<file path="src/rtl/afifo_pkg.sv">
// Shared sizing helpers for the afifo read/write side blocks.
// Width ratio between FIFO word and stream beat, and the matching slice-index width.
package afifo_pkg;

  function automatic int ratio(input int dw, input int ow);
    return dw / ow;
  endfunction

  // A 1-bit index is kept even when R=1 so the slicer needs no special case.
  function automatic int idx_width(input int r);
    return (r > 1) ? $clog2(r) : 1;
  endfunction

endpackage

</file>
<file path="src/rtl/afifo_rd_stream.sv">
// Read-side consumer of afifo: pops DW-bit words and replays them as R=DW/OW
// registered valid/ready beats, LSB slice first, with m_last on the final slice.
module afifo_rd_stream
  import afifo_pkg::*;
#(
  parameter int DW = 128,
  parameter int OW = 32,
  parameter int CW = 16
) (
  input  logic          clk,
  input  logic          reset,
  input  logic          rempty,
  input  logic [DW-1:0] q,
  output logic          re,
  output logic          m_valid,
  input  logic          m_ready,
  output logic [OW-1:0] m_data,
  output logic          m_last,
  output logic          busy,
  output logic [CW-1:0] pop_cnt
);

  localparam int R    = ratio(DW, OW);
  localparam int IDXW = idx_width(R);
  localparam logic [IDXW-1:0] LAST_IDX = IDXW'(R - 1);

  logic [DW-1:0]   wbuf_q, wbuf_d;
  logic            wvalid_q, wvalid_d;
  logic [IDXW-1:0] idx_q, idx_d;
  logic            m_valid_q, m_valid_d;
  logic [OW-1:0]   m_data_q, m_data_d;
  logic            m_last_q, m_last_d;
  logic [CW-1:0]   pop_cnt_q, pop_cnt_d;
  logic            adv;
  logic            last_mv;

  always_comb begin
    adv     = !m_valid_q || m_ready;
    last_mv = adv && wvalid_q && (idx_q == LAST_IDX);
    // Refill in the same cycle the last slice leaves so words stream without a gap.
    re      = !reset && !rempty && (!wvalid_q || last_mv);

    wbuf_d    = wbuf_q;
    wvalid_d  = wvalid_q;
    idx_d     = idx_q;
    m_valid_d = m_valid_q;
    m_data_d  = m_data_q;
    m_last_d  = m_last_q;
    pop_cnt_d = pop_cnt_q;

    if (re) begin
      wbuf_d    = q;
      wvalid_d  = 1'b1;
      pop_cnt_d = pop_cnt_q + CW'(1);
    end else if (last_mv) begin
      wvalid_d = 1'b0;
    end

    if (adv && wvalid_q) begin
      m_data_d  = wbuf_q[int'(idx_q) * OW +: OW];
      m_last_d  = (idx_q == LAST_IDX);
      m_valid_d = 1'b1;
      idx_d     = (R == 1) ? '0 : idx_q + IDXW'(1);
    end else if (adv) begin
      m_valid_d = 1'b0;
    end
  end

  // wbuf is only meaningful under wvalid, so it is left out of reset.
  always_ff @(posedge clk) begin
    wbuf_q <= wbuf_d;
    if (reset) begin
      wvalid_q  <= 1'b0;
      idx_q     <= '0;
      m_valid_q <= 1'b0;
      m_data_q  <= '0;
      m_last_q  <= 1'b0;
      pop_cnt_q <= '0;
    end else begin
      wvalid_q  <= wvalid_d;
      idx_q     <= idx_d;
      m_valid_q <= m_valid_d;
      m_data_q  <= m_data_d;
      m_last_q  <= m_last_d;
      pop_cnt_q <= pop_cnt_d;
    end
  end

  assign m_valid = m_valid_q;
  assign m_data  = m_data_q;
  assign m_last  = m_last_q;
  assign busy    = wvalid_q || m_valid_q;
  assign pop_cnt = pop_cnt_q;

endmodule

</file>
<file path="config.mk">
export PLATFORM = sky130hd
export DESIGN_NAME = afifo_rd_stream
export DESIGN_NICKNAME = d
export VERILOG_FILES = /design/src/rtl/afifo_pkg.sv /design/src/rtl/afifo_rd_stream.sv
export SDC_FILE = /design/constraint.sdc
export NUM_CORES = 1
export LEC_CHECK = 0
export BUFFER_PORTS_ARGS = -buffer_cell sky130_fd_sc_hd__buf_2
export CORE_MARGIN = 5
export CORE_UTILIZATION = 45
export DETAILED_ROUTE_END_ITERATION = 6
export PLACE_DENSITY = 0.7
export RECOVER_POWER = 100
export SYNTH_ARGS = -nofsm -noshare
export SYNTH_HDL_FRONTEND = slang
export SYNTH_SLANG_ARGS = --single-unit
</file>
<file path="constraint.sdc">
create_clock -name clk -period 14.1 [get_ports clk]
set_input_delay 1.41 -clock clk [delete_from_list [all_inputs] [get_ports clk]]
set_output_delay 1.41 -clock clk [all_outputs]
set_load 0.01 [all_outputs]
</file>
==> results of run 1 <==
[through the flow]
| stage | setup slack, ps | cells |
|---|---|---|
| 4_1_cts | 10230 | 803 |
| 2_1_floorplan | 5270 | 422 |
| 6_report | 6030 | 804 |
| 5_1_grt | 5380 | 804 |
| 3_5_place_dp | 10070 | 771 |
| 3_3_place_gp | 10190 | 771 |
[flip-flops by register name (all words and copies together) (netlist names)]
name,cells
idx_q,2
m_data,32
m_last,1
m_valid,1
pop_cnt,16
wbuf_q,128
wvalid_q,1
[layout by cell type, fill, tap and decap left out, types with 5 or more instances in the layout]
cell / count
edfxtp_1: 128
buf_2: 123
nand2_1: 75
clkbuf_1: 64
dfxtp_1: 51
a21oi_1: 49
mux4_2: 32
clkbuf_16: 17
nor2_1: 8
o31ai_1: 8
or4_1: 8
nand3_1: 6
clkinvlp_4: 6
o21ai_0: 5
[layer usage]
metal	wire length, um	track usage	part of all wire	up-vias
li1	-	-	-	1976
met1	5810	0.206	0.41	1973
met2	7010	0.272	0.50	154
met3	1060	0.0538	0.075	19
met4	194	0.0566	0.014	2
met5	11	0	0.00078	-
[worst register-to-register path, cell delays in order, from the launching register on]
cell and delay [ps]:
dfxtp_2 940, ha_1 370, a31oi_2 100, buf_4 220, nor2_1 250, clkbuf_1 2460
clkbuf_1 2500
[synthesized netlist by cell type, types with 4 or more instances]
cell	instances
nor2_1	8
nand2_1	75
nand3_1	6
dfxtp_1	53
buf_2	4
o21ai_0	5
or3_1	4
buf_4	4
or4_1	8
edfxtp_1	128
a21oi_1	49
o31ai_1	8
clkbuf_1	13
mux4_2	32
[logic make-up (layout without fill, tap and decap cells)]
| family | count (synthesis) | count (layout) |
|---|---|---|
| DFF | 181 | 181 |
| and+or+nand+nor | 113 | 113 |
| AOI/OAI and AO/OA | 63 | 63 |
| muxes | 34 | 34 |
| buffers and inverters | 27 | 224 |
| adders and majority gates | 2 | 2 |
| xor gates and xnor gates | 2 | 2 |
| other | 0 | 1 |
[area by class of cell]
class | count | area (um^2) | share of cell area
repair buffers | 189 | 875 | 0.106
well taps | 184 | 230 | 0.0280
multi-input cells | 214 | 1660 | 0.201
clock buffers | 18 | 429 | 0.0521
flip-flops and latches | 181 | 4910 | 0.596
diodes | 1 | 2.50 | 0.000304
clock inverters | 14 | 125 | 0.0152
inverters | 3 | 11.3 | 0.00137
[worst min-delay path by stage]
| stage | from | to | depth (start not counted) |
|---|---|---|---|
| 2_1_floorplan | wvalid_q | m_valid | 2 |
| 3_3_place_gp | m_data[5] | m_data[5] | 2 |
| 3_5_place_dp | m_data[17] | m_data[17] | 2 |
| 4_1_cts | m_data[17] | m_data[17] | 2 |
| 5_1_grt | m_data[17] | m_data[17] | 2 |
| 6_report | m_data[18] | m_data[18] | 2 |
[power by group through the flow]
stage	sequential [mW]	clock, mW	combinational (mW)
floorplan	0.619	0	0.0518
global placement	0.617	0	0.0893
detailed placement	0.618	0	0.0916
CTS	0.606	0.450	0.0918
global route	0.610	0.475	0.0965
finish	0.607	0.439	0.0866
==> flow_summary_export.csv, run 1 <==
group,metric,value,unit
worst_hold_path,hold_class,"reg -> reg",
power,power.leakage,2.88,nW
power,power.internal,0.881,mW
worst_setup_path,ff2ff_setup_slack,6770,ps
global_routing,grt_pass1_vias,4316,
worst_setup_path,crit_chain,"buf_2, clkbuf_1, nor2_1, clkbuf_1, clkbuf_1",
global_routing,grt_usage,0.165,
logic_synthesis,synth.area.mux_share,0.111,
worst_setup_path,required,14050,ps
timing,hold_viol_final,0,
clocking,clock-sinks,181,
die,rows,44,
drt,drc_errors,0,
logic_synthesis,synth_edf_count,128,
logic_synthesis,synth_cell_types,33,
placed_design,dpl_cell_area,0.00777,mm^2
logic_synthesis,netlist.area_leader.share,0.576,
worst_setup_path,rr_endpoint,"wbuf_q[85]",
power,power.share.combinational,0.076,
die,core,0.0145,mm^2
worst_setup_path,end_kind,"flip-flop",
global_routing,grt_start_max_net_pins,67,
timing,worst_pin_slew,3420,ps
timing,finalMaxSlewViolations,187,
clocking,cts_made_buffers,17,
clocking,clock-root-buffer,"clkbuf_16",
worst_setup_path,worstSetupStartpointType,"input port",
worst_setup_path,rr_startpoint,"idx_q[1]",
logic_synthesis,ys_seq_elements,181,
worst_setup_path,cp_num_buf_inv,4,
cells_and_area,fill_cells,1236,
cells_and_area,fin_area,0.00824,mm^2
cells_and_area,layout-drive-gt1-share,0.321,
die,die_w,132,um
status,status,"finished with violations",
run,cap_violations,3,
worst_setup_path,critPathArrivalTime,8020,ps
drt,vias,4124,
logic_synthesis,synth_compound_area_frac,0.0504,
logic_synthesis,yosys.area.top_type,"edfxtp_1",
logic_synthesis,synth_nets,556,
clocking,postCtsSetupBuffers,0,
worst_setup_path,crit_start,"reset",
power,finalPower,1.13,mW
logic_synthesis,ys.warnings.count,0,
clocking,clk_path_buf_depth,2,
power,power_density,138,mW/mm^2
die,die-area,0.0174,mm^2
clocking,clock_latency,420,ps
logic_synthesis,syn_inst,422,
timing,setup_viol,0,
logic_synthesis,synthAdderAreaFrac,0.00375,
placed_design,numPortBuffers,183,
worst_setup_path,crit_cells,5,
drt,ant_nets,0,
logic_synthesis,ys_seq_area_frac,0.735,
worst_setup_path,timing.critical_path.to,"wbuf_q[85]",
worst_setup_path,slowest_delay,2480,ps
timing,whs,454,ps
worst_setup_path,crit_path_top_delay_cell,"clkbuf_1",
power,swShare,0.222,
drt,vias_per_cell,5.13,
logic_synthesis,synthTopCellsByArea,"edfxtp_1 58%, dfxtp_1 16%, mux4_2 11%, nand2_1 4.2%, a21oi_1 3.7%",
clocking,clk_pin_slew,60,ps
power,switching_power,0.252,mW
global_routing,grt_overflow_total,0,
logic_synthesis,syn_avg_cell_area,15.8,um^2
clocking,cts_hold_buf,0,
logic_synthesis,synth-xor-area-share,0.00262,
die,start_util,0.459,
timing,finalCritPeriodShare,0.572,
worst_setup_path,r2r_cells,6,
timing,fmax,124,MHz
timing,rsz0062_at_grt,"false",
worst_setup_path,path_max_fanout,66,
cells_and_area,nNetsFinal,740,
drt,drt_first_pass_iters,4,
worst_setup_path,path_delay_family,"buffers and inverters",
cells_and_area,syn_to_final_growth,23.4,%
power,vdd_ir_drop_max,0.0793,mV
placed_design,gp_congestion,0.742,
timing,final.setup.tns,0,ps
clocking,cts_max_level,4,
die,die_y,132,um
die,io_pins,184,
placed_design,dpl.hpwl,9580,um
logic_synthesis,netlist_area,0.00668,mm^2
timing,skew,8.70,ps
clocking,cts_resized,0,
timing,fin_crit,8070,ps
global_routing,antenna_found_initial,2,
drt,drt-wirelength-per-cell,17.5,um
status,violations,"max-capacitance violations, max-slew violations",
power,power_frac_clock,0.388,
cells_and_area,fin_util,0.567,
logic_synthesis,async_flop_share,0,
worst_setup_path,critPathMostFrequentCell,"clkbuf_1",
drt,drtIter0Drc,224,
logic_synthesis,synthSimpleGateAreaFrac,0.0791,
timing,slew_headroom,-1.28,
global_routing,grt_pass1_wl,22500,um
clocking,cts_tree,"done",
power,p_seq_frac,0.536,
logic_synthesis,synth_flop_cell,"edfxtp_1",
drt,routed_wl,14100,um
worst_setup_path,criticalPathCategory,"in -> reg",
logic_synthesis,synth_top_family_by_area,"multiplexers",
Power figures use the tool's default switching activity.
==> run 2, diff against run 1 <==
--- a/config.mk
+++ b/config.mk
@@ -9,7 +9,7 @@
 export CORE_MARGIN = 5
 export CORE_UTILIZATION = 45
 export DETAILED_ROUTE_END_ITERATION = 6
-export PLACE_DENSITY = 0.7
+export PLACE_DENSITY = 0.73
 export RECOVER_POWER = 100
 export SYNTH_ARGS = -nofsm -noshare
 export SYNTH_HDL_FRONTEND = slang
==> constraint.sdc (replaced) <==
create_clock -name clk -period 6.8 [get_ports clk]
set_input_delay 0.68 -clock clk [delete_from_list [all_inputs] [get_ports clk]]
set_output_delay 0.68 -clock clk [all_outputs]
set_load 0.01 [all_outputs]
==> flow_summary_export.csv, run 2 (synthesis gave the netlist of run 1 again) <==
group,metric,value,unit
placed_design,dpl_cell_area,0.00777,mm^2
worst_setup_path,rr_endpoint,"wbuf_q[12]",
worst_hold_path,hold_class,"in -> reg",
drt,drc_errors,0,
status,violations,"max-capacitance violations, max-slew violations",
cells_and_area,fin_util,0.572,
timing,setup_viol,0,
placed_design,gp_congestion,0.785,
timing,finalCritPeriodShare,0.644,
global_routing,antenna_found_initial,0,
worst_setup_path,rr_startpoint,"idx_q[1]",
clocking,cts_made_buffers,17,
cells_and_area,layout-drive-gt1-share,0.309,
clocking,clk_path_buf_depth,2,
global_routing,grt_pass1_vias,4525,
cells_and_area,largest_reg_flops,128,
timing,worst_pin_slew,2600,ps
worst_setup_path,ff2ff_setup_slack,2930,ps
clocking,clk_pin_slew,60,ps
drt,drt-wirelength-per-cell,18.3,um
drt,ant_nets,0,
clocking,cts_tree,"done",
die,core,0.0145,mm^2
cells_and_area,fin_area,0.00831,mm^2
drt,vias,4236,
worst_setup_path,worstSetupStartpointType,"input port",
drt,drtIter0Drc,202,
cells_and_area,diodes,0,
global_routing,grt_overflow_total,0,
power,power.leakage,2.91,nW
cells_and_area,top_register,"wbuf_q",
worst_setup_path,path_delay_family,"buffers and inverters",
worst_setup_path,critPathArrivalTime,4120,ps
worst_setup_path,required,6540,ps
clocking,clock-sinks,181,
worst_setup_path,end_kind,"flip-flop",
run,cap_violations,3,
timing,slew_headroom,-0.737,
clocking,cts_hold_buf,0,
die,die-area,0.0174,mm^2
global_routing,grt_start_max_net_pins,89,
timing,finalMaxSlewViolations,186,
worst_setup_path,criticalPathCategory,"in -> reg",
clocking,postCtsSetupBuffers,0,
worst_hold_path,hold_end,"wbuf_q[4]",
cells_and_area,nNetsFinal,740,
power,power_density,299,mW/mm^2
cells_and_area,layout_common_cells,"128 x edfxtp_1, 117 x buf_2, 75 x nand2_1",
cells_and_area,finalNonFillerCells,803,
global_routing,grt_pass1_wl,23200,um
power,finalPower,2.49,mW
worst_hold_path,whs_path_depth,1,
global_routing,grt_usage,0.170,
placed_design,numPortBuffers,183,
drt,vias_per_cell,5.28,
timing,rsz0062_at_grt,"false",
die,die_w,132,um
worst_setup_path,cp_num_buf_inv,3,
worst_setup_path,crit_chain,"buf_2, clkbuf_1, nor2_1, clkbuf_2",
placed_design,place_inst,771,
clocking,clock_latency,430,ps
timing,skew,14.5,ps
cells_and_area,syn_to_final_growth,24.5,%
die,die_y,132,um
die,io_pins,184,
cells_and_area,final_common_cell,"edfxtp_1",
timing,fmax,228,MHz
worst_setup_path,path_max_fanout,88,
timing,final.setup.tns,0,ps
drt,routed_wl,14700,um
die,rows,44,
placed_design,dpl.hpwl,9850,um
clocking,clock-root-buffer,"clkbuf_16",
worst_hold_path,min_from,"q[4]",
worst_setup_path,r2r_cells,5,
clocking,cts_max_level,4,
drt,drt_first_pass_iters,7,
worst_setup_path,crit_path_top_delay_cell,"clkbuf_1",
power,vdd_ir_drop_max,0.176,mV
clocking,cts_resized,0,
timing,fin_crit,4380,ps
status,status,"finished with violations",
cells_and_area,fill_cells,1203,
die,start_util,0.459,
timing,hold_viol_final,0,
worst_setup_path,slowest_delay,1830,ps
-- run 2: cell types whose count changed in the layout (fill, tap and decap cells not counted), moves of 2 or more --
cell / previous run / this run
buf_2: 123 / 117
bufinv_16: 1 / 5
inv_6: 4 / 1
clkinv_1: 0 / 3
clkinvlp_4: 6 / 3
clkbuf_1: 64 / 69
clkinv_2: 3 / 1
-- run 2: per-layer routing --
layer	global-route usage	up-vias	wire (um)
met2	0.293	163	7570
li1	-	1980	-
met4	0.0657	0	287
met3	0.0469	23	938
met5	0	-	0
met1	0.204	2070	5910
-- run 2: per-stage QoR --
stage / setup slack (ps) / hold WS, ps
after floorplan: 1550 / 476
after global placement: 3820 / 444
after detailed placement: 3710 / 444
after CTS: 3660 / 403
after global routing: 2020 / 407
final: 2420 / 424
-- run 2: final cells by class --
cell class                      count  area [um^2]  share of cell area
Tap cell                          184          230              0.0277
Clock buffer                       18          429              0.0516
Inverter                            3         11.3             0.00136
Sequential cell                   181         4910               0.591
Clock inverter                     14          206              0.0248
Multi-Input combinational cell    214         1660               0.199
Timing Repair Buffer              189          868               0.105
-- run 2: how the worst max path moves through the flow --
stage / startpoint / to / slack, ps / cells after the start
2_1_floorplan: m_ready / re / 1550 / 5
3_3_place_gp: idx_q[1] / wbuf_q[121] / 3820 / 5
3_5_place_dp: idx_q[1] / wbuf_q[70] / 3710 / 5
4_1_cts: idx_q[1] / re / 3660 / 5
5_1_grt: reset / wbuf_q[41] / 2020 / 4
6_report: reset / wbuf_q[12] / 2420 / 4
-- run 2: power by group --
part / switching (mW) / total (mW) / internal [mW]
clock network: 0.398 / 1.05 / 0.649
registers: 0.0240 / 1.26 / 1.24
logic: 0.0955 / 0.180 / 0.0847
total: 0.518 / 2.49 / 1.97
-- run 2: worst reg2reg max path: stages (launching register included) --
cell	delay, ps
dfxtp_2	950
ha_1	360
a31oi_2	100
buf_4	230
nor2_1	190
clkbuf_2	1510
==> run 3, diff against run 2 <==
==> constraint.sdc (replaced) <==
create_clock -name clk -period 3.8 [get_ports clk]
set_input_delay 0.38 -clock clk [delete_from_list [all_inputs] [get_ports clk]]
set_output_delay 0.38 -clock clk [all_outputs]
set_load 0.01 [all_outputs]
==> flow_summary_export.csv, run 3 (synthesis gave the netlist of run 1 again) <==
group,metric,value,unit
power,power_density,526,mW/mm^2
cells_and_area,fill_cells,1227,
die,die_w,132,um
die,die_y,132,um
power,swShare,0.214,
timing,fin_crit,3060,ps
power,power.share.combinational,0.077,
timing,fmax,327,MHz
clocking,clk_pin_slew,70,ps
timing,final.setup.tns,0,ps
clocking,postCtsSetupBuffers,0,
power,power.internal,3.43,mW
global_routing,grt_pass1_vias,4524,
timing,hold_viol_final,0,
worst_setup_path,critPathArrivalTime,3100,ps
cells_and_area,layout_common_cells,"128 x edfxtp_1, 114 x buf_2, 75 x nand2_1",
clocking,clock_latency,420,ps
timing,finalCritPeriodShare,0.805,
timing,slew_headroom,-0.760,
drt,drt-wirelength-per-cell,18.4,um
worst_hold_path,hold_class,"in -> reg",
global_routing,grt_usage,0.174,
cells_and_area,final_common_cell,"edfxtp_1",
clocking,cts_tree,"done",
clocking,cts_made_buffers,17,
power,finalPower,4.36,mW
die,rows,44,
cells_and_area,diodes,0,
drt,drt_first_pass_iters,4,
timing,rsz0062_at_grt,"false",
drt,drtIter0Drc,250,
power,power_frac_clock,0.409,
cells_and_area,nNetsFinal,741,
worst_setup_path,worstSetupStartpointType,"flip-flop",
status,status,"finished with violations",
worst_setup_path,end_kind,"flip-flop",
drt,drc_errors,0,
global_routing,grt_overflow_total,0,
power,p_seq_frac,0.514,
power,power.leakage,2.90,nW
timing,finalMaxSlewViolations,55,
worst_setup_path,crit_start,"idx_q[0]",
die,core,0.0145,mm^2
global_routing,grt_pass1_wl,23400,um
worst_setup_path,required,3840,ps
clocking,clk_path_buf_depth,2,
placed_design,gp_congestion,0.783,
cells_and_area,largest_reg_flops,128,
timing,worst_pin_slew,2640,ps
run,cap_violations,1,
cells_and_area,top_register,"wbuf_q",
global_routing,grt_start_max_net_pins,79,
drt,routed_wl,14800,um
power,switching_power,0.933,mW
drt,vias_per_cell,5.21,
die,die-area,0.0174,mm^2
power,vdd_ir_drop_max,0.307,mV
placed_design,dpl.hpwl,10000,um
clocking,clock-sinks,181,
die,io_pins,184,
worst_setup_path,path_max_fanout,78,
timing,skew,6.45,ps
status,violations,"max-capacitance violations, max-slew violations",
clocking,cts_resized,0,
cells_and_area,layout-drive-gt1-share,0.310,
worst_setup_path,criticalPathCategory,"reg -> reg",
clocking,cts_max_level,4,
global_routing,antenna_found_initial,0,
die,start_util,0.459,
clocking,clock-root-buffer,"clkbuf_16",
worst_setup_path,rr_startpoint,"idx_q[0]",
placed_design,numPortBuffers,183,
drt,vias,4192,
worst_hold_path,min_from,"q[107]",
clocking,cts_hold_buf,0,
timing,setup_viol,0,
cells_and_area,syn_to_final_growth,24.2,%
drt,ant_nets,0,
## run 3: routing by layer
layer / GRT usage / up-vias / routed length (um)
li1: - / 1981 / -
met2: 0.297 / 161 / 7660
met5: 0 / - / 0
met4: 0.0623 / 0 / 312
met3: 0.0553 / 25 / 929
met1: 0.207 / 2025 / 5920
## run 3: layout make-up
type / count / area (um^2) / share of cell area
multi-input combinational: 214 / 1660 / 0.201
clock buffer: 19 / 453 / 0.0546
inverter: 3 / 11.3 / 0.00136
tap: 184 / 230 / 0.0278
clock inverter: 13 / 154 / 0.0186
sequential: 181 / 4910 / 0.592
timing repair buffer: 190 / 875 / 0.105
## run 3: path summary, 6_finish.rpt
kind                                     to  slack (ps)  depth (start not counted)
worst max-delay path             wbuf_q[13]         740                          5
worst min-delay path            wbuf_q[107]         130                          1
worst max register to register   wbuf_q[13]         740                          5
worst min register to register   m_data[20]         460                          2
## run 3: metrics by stage
step	instances	hold slack [ps]	utilization	setup WS (ps)	area, um^2
floorplan	422	476	-	514	6680
global placement	772	441	0.536	1320	7790
detailed placement	772	446	0.536	1240	7790
CTS	804	106	0.578	1040	8400
global route	804	95.5	0.571	550	8290
finish	804	126	0.571	740	8290
## run 3: critical path: stages, from the launching register on
cell and delay, ps:
dfxtp_1 330, ha_1 220, a31oi_2 90, buf_4 230
nor2_4 720, clkbuf_4 1000
## run 3: power by group through the flow
stage                     combinational [mW]  clock, mW  sequential [mW]
after floorplan                        0.193          0             2.29
after global placement                 0.347          0             2.28
after detailed placement               0.354          0             2.28
after CTS                              0.355       1.82             2.24
after global routing                   0.371       1.91             2.25
final                                  0.334       1.78             2.24
